`src/rtl/imem_pkg.sv`:
```
// Shared types and size defaults for the instruction-memory arbiter.
// Optional runtime loading is enabled by IMEM_ARB_RUNTIME_LOAD_EN.
package imem_pkg;

    typedef enum logic {
        ST_BOOT = 1'b0,
        ST_RUN  = 1'b1
    } state_t;

    localparam int IMEM_ADDR_SIZE    = 10;
    localparam int IMEM_WORD_SIZE    = 32;
    localparam int IMEM_STARVE_LIMIT = 8;

    function automatic int ctr_width(input int limit);
        return $clog2(limit + 1);
    endfunction

    localparam int IMEM_CTR_W = ctr_width(IMEM_STARVE_LIMIT);

endpackage

```
`src/rtl/imem_arbiter_starve_ctr.sv`:
```
// Saturating count of consecutive fetch wins over a pending loader write.
// Used only when IMEM_ARB_RUNTIME_LOAD_EN is defined.
module starve_ctr
    import imem_pkg::*;
#(
    parameter int LIMIT = IMEM_STARVE_LIMIT,
    parameter int W     = ctr_width(LIMIT)
) (
    input  logic clk,
    input  logic rst_n,
    input  logic i_inc,
    input  logic i_clr,
    input  logic i_valid,
    output logic o_force
);

    localparam logic [W-1:0] LIM = W'(LIMIT);

    logic [W-1:0] r_count;

    always_ff @(posedge clk or negedge rst_n) begin
        if (!rst_n) begin
            r_count <= '0;
        end else if (i_clr) begin
            r_count <= '0;
        end else if (i_inc && (r_count != LIM)) begin
            r_count <= r_count + W'(1);
        end
    end

    assign o_force = i_valid && (r_count == LIM);

endmodule

```
`src/rtl/imem_arbiter.sv`:
```
// Instruction RAM arbiter between fetch and the boot/runtime loader.
// Define IMEM_ARB_RUNTIME_LOAD_EN to allow loader writes while running.
module imem_arbiter
    import imem_pkg::*;
#(
    parameter int ADDR_SIZE    = IMEM_ADDR_SIZE,
    parameter int WORD_SIZE    = IMEM_WORD_SIZE,
    parameter int STARVE_LIMIT = IMEM_STARVE_LIMIT
) (
    input  logic                 clk,
    input  logic                 rst_n,
    input  logic                 fetch_req,
    input  logic [WORD_SIZE-1:0] fetch_addr,
    output logic                 fetch_gnt,
    output logic                 fetch_valid,
    output logic [WORD_SIZE-1:0] fetch_data,
    input  logic                 load_valid,
    input  logic [WORD_SIZE-1:0] load_addr,
    input  logic [WORD_SIZE-1:0] load_data,
    output logic                 load_ready,
    input  logic                 load_done,
    output logic                 cpu_hold,
    output logic                 mem_en,
    output logic                 mem_we,
    output logic [ADDR_SIZE-1:0] mem_addr,
    output logic [WORD_SIZE-1:0] mem_wdata,
    input  logic [WORD_SIZE-1:0] mem_rdata
);

    state_t r_state;
    logic   r_fetch_valid;

    logic w_boot;
    logic w_fetch_gnt;
    logic w_load_ready;
    logic w_load_acc;
    logic w_unused;

    assign w_boot     = (r_state == ST_BOOT);
    assign w_load_acc = load_valid && w_load_ready;

`ifdef IMEM_ARB_RUNTIME_LOAD_EN
    logic w_force;

    assign w_fetch_gnt  = !w_boot && fetch_req && !w_force;
    assign w_load_ready = w_boot || !w_fetch_gnt;

    starve_ctr #(
        .LIMIT (STARVE_LIMIT),
        .W     (ctr_width(STARVE_LIMIT))
    ) u_starve (
        .clk     (clk),
        .rst_n   (rst_n),
        .i_inc   (load_valid && w_fetch_gnt),
        .i_clr   (!load_valid || w_load_acc),
        .i_valid (load_valid),
        .o_force (w_force)
    );
`else
    assign w_fetch_gnt  = !w_boot && fetch_req;
    assign w_load_ready = w_boot;
`endif

    // Upper word-index bits are deliberately dropped.
    assign w_unused = ^{fetch_addr[WORD_SIZE-1:ADDR_SIZE],
                        load_addr[WORD_SIZE-1:ADDR_SIZE]};

    always_ff @(posedge clk or negedge rst_n) begin
        if (!rst_n) begin
            r_state       <= ST_BOOT;
            r_fetch_valid <= 1'b0;
        end else begin
            r_fetch_valid <= w_fetch_gnt;
            unique case (r_state)
                ST_BOOT: if (load_done) r_state <= ST_RUN;
                ST_RUN:  r_state <= ST_RUN;
                default: r_state <= ST_BOOT;
            endcase
        end
    end

    always_comb begin
        mem_en    = 1'b0;
        mem_we    = 1'b0;
        mem_addr  = fetch_addr[ADDR_SIZE-1:0];
        mem_wdata = load_data;
        unique case (1'b1)
            w_fetch_gnt: begin
                mem_en = 1'b1;
            end
            w_load_acc: begin
                mem_en   = 1'b1;
                mem_we   = 1'b1;
                mem_addr = load_addr[ADDR_SIZE-1:0];
            end
            default: ;
        endcase
    end

    assign fetch_gnt   = w_fetch_gnt;
    assign fetch_valid = r_fetch_valid;
    assign fetch_data  = mem_rdata;
    assign load_ready  = w_load_ready;
    assign cpu_hold    = w_boot;

endmodule

```
`config.mk`:
```
export PLATFORM = sky130hd
export DESIGN_NAME = imem_arbiter
export DESIGN_NICKNAME = d
export VERILOG_FILES = /design/src/rtl/imem_pkg.sv /design/src/rtl/imem_arbiter_starve_ctr.sv /design/src/rtl/imem_arbiter.sv
export SDC_FILE = /design/constraint.sdc
export NUM_CORES = 1
export LEC_CHECK = 0
export ABC_AREA = 1
export CORE_AREA = 5 5 80 82
export DETAILED_ROUTE_END_ITERATION = 8
export DIE_AREA = 0 0 85 87
export GPL_TIMING_DRIVEN = 0
export PLACE_DENSITY = 0.84
export SETUP_SLACK_MARGIN = 0.4
export SLEW_MARGIN = 15
export SYNTH_ARGS = -nofsm -noshare
export SYNTH_HDL_FRONTEND = slang
export SYNTH_SLANG_ARGS = --single-unit
```
`constraint.sdc`:
```
create_clock -name clk -period 1.9 [get_ports clk]
set_input_delay 0.285 -clock clk [delete_from_list [all_inputs] [get_ports clk]]
set_output_delay 0.285 -clock clk [all_outputs]
set_load 0.005 [all_outputs]
```
**Word level (Yosys, flattened, before mapping)**

Index checks and enable logic that the tools add are counted.

- Register bits after elaboration: 2
- Input bits: 133
- Output and inout bits: 80
- Logic and storage cells: 11

- Mux-type cells: 5
- Bitwise gates (word level): 1
- Reductions and logical operators: 3

Operators by type and width:

| kind | number |
|---|---|
| two-way mux 10 bit | 1 |
| two-way mux 1 bit | 3 |
| logical AND 1 bit | 2 |
| one-hot mux 1 bit (2 select lines) | 1 |
| OR reduction 2 bit | 1 |
| inverter 1 bit | 1 |

**Logic depth before layout (Yosys ltp)**

- Depth in word-level cells: 4
- Depth in mapped cells: 5
- Depth with buffers taken out: 4

**Least setup slack after synthesis**

Ideal clock, no wire load.

- Kind: reg-to-output
- Start point: register r_state
- End point: output mem_addr[1]
- Data arrival time: 734 ps
- Required time: 1,615 ps
- Setup slack: 881 ps
- Stages on the path, launching flop included: 6
- Buffers on the path: 1
- Cell sequence: dfrtp_1 inv_2 nand2_4 buf_6 nand2_1 nand2_1

- Longest elaborated chain between the ends: 3

Ends and longest elaborated chain:

| item | RTL line | text |
|---|---|---|
| start: declaration | imem_arbiter.sv:30 | `state_t r_state;` |
| start signal: assignment | imem_arbiter.sv:70 | `r_state <= ST_BOOT;` |
| start signal: assignment | imem_arbiter.sv:75 | `ST_BOOT: if (load_done) r_state <= ST_RUN;` |
| start signal: assignment | imem_arbiter.sv:76 | `ST_RUN: r_state <= ST_RUN;` |
| inverter 1 bit | imem_arbiter.sv:39 | `assign w_boot = (r_state == ST_BOOT);` |
| logical AND 1 bit | imem_arbiter.sv:40 | `assign w_load_acc = load_valid && w_load_ready;` |
| two-way mux 10 bit | imem_arbiter.sv:87 | `unique case (1'b1)` |
| end: declaration | imem_arbiter.sv:25 | `output logic [ADDR_SIZE-1:0] mem_addr,` |

No other way between the ends.

**Worst setup path after layout**

- Start point: register r_state
- End point: output mem_addr[5]

The elaborated chain is that of the path after synthesis.

==> results by group <==
Run status
  • Status: finished clean

Synthesis
  • Cell variety after synth: 9
  • Mapped Avg Cell Area: 6.85 um2
  • Register bit total from synthesis: 2
  • Netlist Area Pre-Place: 733 um2
  • Leading area contributor after synthesis: buf_4
  • Ranking of synthesized cells by area: buf_4, nand2_1, dfrtp_1, nand3_1, buf_6
  • Ys async rst share: 1.00
  • Syn. warnings: 0
  • Mapped Cells: 107
  • Primary FF master, synth: dfrtp_1
  • EDFF count, synth: 0
  • Sequential cell area fraction in the yosys report: 0.0683
  • Yosys top cell area share: 0.666
  • Most numerous cell in the Yosys netlist: buf_4
  • Synth top cells by count: buf_4, nand2_1, nand3_1
  • Synth Net Count: 240

Floorplanning
  • Core Region: 5680 um2
  • Top Ports: 213
  • Row Count: 28
  • Die Ht: 87 um
  • Initial core utilization: 0.129
  • Die area: 7400 um2
  • Die X: 85 um

Setup path
  • Critical Path Sink Type: output port
  • Slowest stage cell, crit path: dfrtp_1
  • CP Class: register to output port
  • R2r setup slk: 0.96 ns
  • WP buf/inv: 4
  • Crit path DAT: 1.27 ns
  • Cell breakdown of the critical path: inv_4, nand2_8, buf_12, buf_8, nand2_2, nand2_1, buf_2
  • Crit Path Max Fanout: 5
  • CP top delay family: buffers and inverters
  • Critical path launch point type: register
  • Max stage delay on crit path: 0.39 ns
  • Worst EP required: 1.62 ns

Clock network
  • CTS tree: built
  • # clock sinks: 2
  • Clk slew on worst S/H paths: 0.03 ns
  • CTS Buf Count: 3
  • Worst-skew pair later-pin latency: 0.21 ns
  • CTS max path bufs: 2
  • CTS Hold Bufs: 0
  • Clk root buf: clkbuf_8
  • H-tree depth: 1

Cells and area
  • Final core occ: 0.364
  • Nets: 359
  • Area growth syn-to-layout: 182%
  • Design area: 2070 um2
  • Share of layout cells above drive strength 1: 0.482
  • N_diodes: 0
  • Number of filler cells placed in the layout: 588

Timing
  • RSZ-0062 raised after global routing: true
  • F_max: 644 MHz
  • Hold slack: 0.243 ns
  • Tightest Pin Transition: 0.186 ns
  • Max-slew violation count: 0
  • Setup Skew: 0.000252 ns
  • Fin crit share: 0.817
  • Setup violators final: 0
  • Final Hold Viols: 0
  • Rel. slew slack: 0.876
  • Min Tclk post-route: 1.55 ns

Power
  • Pwr dens: 269 nW/um2
  • Leak pwr: 0.989 nW
  • Power consumption: 0.000555 W
  • Max IR drop VDD: 132 uV

Route
  • Routed wire length: 3890 um
  • Drt wl/cell: 13.0 um
  • Vias: 1,079
  • ANT nets after route: 0
  • DRT iter0 DRCs: 11
  • Number of remaining DRC errors: 0
  • Vias per inst: 3.61
  • First-pass DRT Iterations: 2

Hold path
  • Hold Path Class: input pin to asynchronous set/reset pin

Place
  • Routability cong.: 0.770
  • Post-DP HPWL: 3180 um
  • I/O Buffers: 104
  • Placement-stage cell area: 1870 um2

Job
  • Max-Cap Viols: 0

GRT
  • Gr ovfl total: 0
  • First-pass GRT wire length: 5280 um
  • GRT Overall Usage: 0.0918
  • Largest net degree at the start of global routing: 7
  • Initial antenna violation count: 0
  • Vias in the first global route: 1,139
==> cells in the final DEF, fill, tap and decap left out <==
cell type,instances
nand2_2,6
clkdlybuf4s18_2,1
nand3_2,2
or2_2,1
nand3_4,1
buf_6,5
buf_4,68
inv_4,1
inv_1,2
buf_16,2
clkbuf_2,4
buf_2,8
dfrtp_1,2
buf_8,2
dlygate4sd2_1,1
clkdlybuf4s50_1,88
nand2_8,1
buf_12,3
clkbuf_8,3
nand2_1,16
nand3_1,7
==> layout make-up <==
type                       count  area (um2)  area share
sequential                     2        50.0      0.0242
tap                           75        93.8      0.0454
clock buffer                   3        41.3      0.0200
multi-input combinational     34         196      0.0950
inverter                       3        13.8     0.00666
timing repair buffer         114        1140       0.551
buffer                        68         533       0.258
==> power breakdown <==
| part | internal [W] | switching, W |
|---|---|---|
| Clock | 0.000134 | 0.0000315 |
| Combinational | 0.000261 | 0.0000852 |
| Sequential | 0.0000440 | 0.000000208 |
| Total | 0.000438 | 0.000117 |
==> final timing paths <==
| path | start | end | cells after the start |
|---|---|---|---|
| worst min-delay path | rst_n | r_state | 1 |
| worst max-delay path | r_state | mem_addr[5] | 7 |
| max in group asynchronous | rst_n | fetch_valid | 1 |
| min in group clk | r_state | r_state | 2 |
| worst max register to register | r_state | r_state | 2 |
| worst min register to register | r_state | r_state | 2 |
==> registers in the layout, indices dropped and copies added (netlist names) <==
signal / flops
fetch_valid: 1
r_state: 1
==> per-layer routing <==
metal / up-vias / part of all wire / GRT usage
li1: 500 / - / -
met1: 459 / 0.33 / 0.0929
met2: 114 / 0.48 / 0.162
met3: 6 / 0.17 / 0.0426
met4: 0 / 0.017 / 0.0388
met5: - / 0 / 0
==> repair_timing <==
item / CTS / global route
gates cloned: 3 / 0
buffers inserted: 6 / 1
resized for setup: 70 / 8
pin swaps: 3 / 1
endpoints found under the setup margin: 15 / 13
==> cell families (layout without fill, tap and decap cells) <==
group,Yosys count,after routing,synth area share
buffers and inverters,71,188,0.727
AND/OR/NAND/NOR,34,34,0.205
flip-flops,2,2,0.0683
==> through the flow <==
stage          std cells  setup TNS [ns]  setup WS (ns)
3_5_place_dp         286          -0.652         -0.106
5_1_grt              299               0          0.275
6_report             299               0          0.347
4_1_cts              298               0          0.254
2_1_floorplan        107               0          0.881
3_3_place_gp         286          -0.555         -0.103
(Power assumes the default switching activity.)
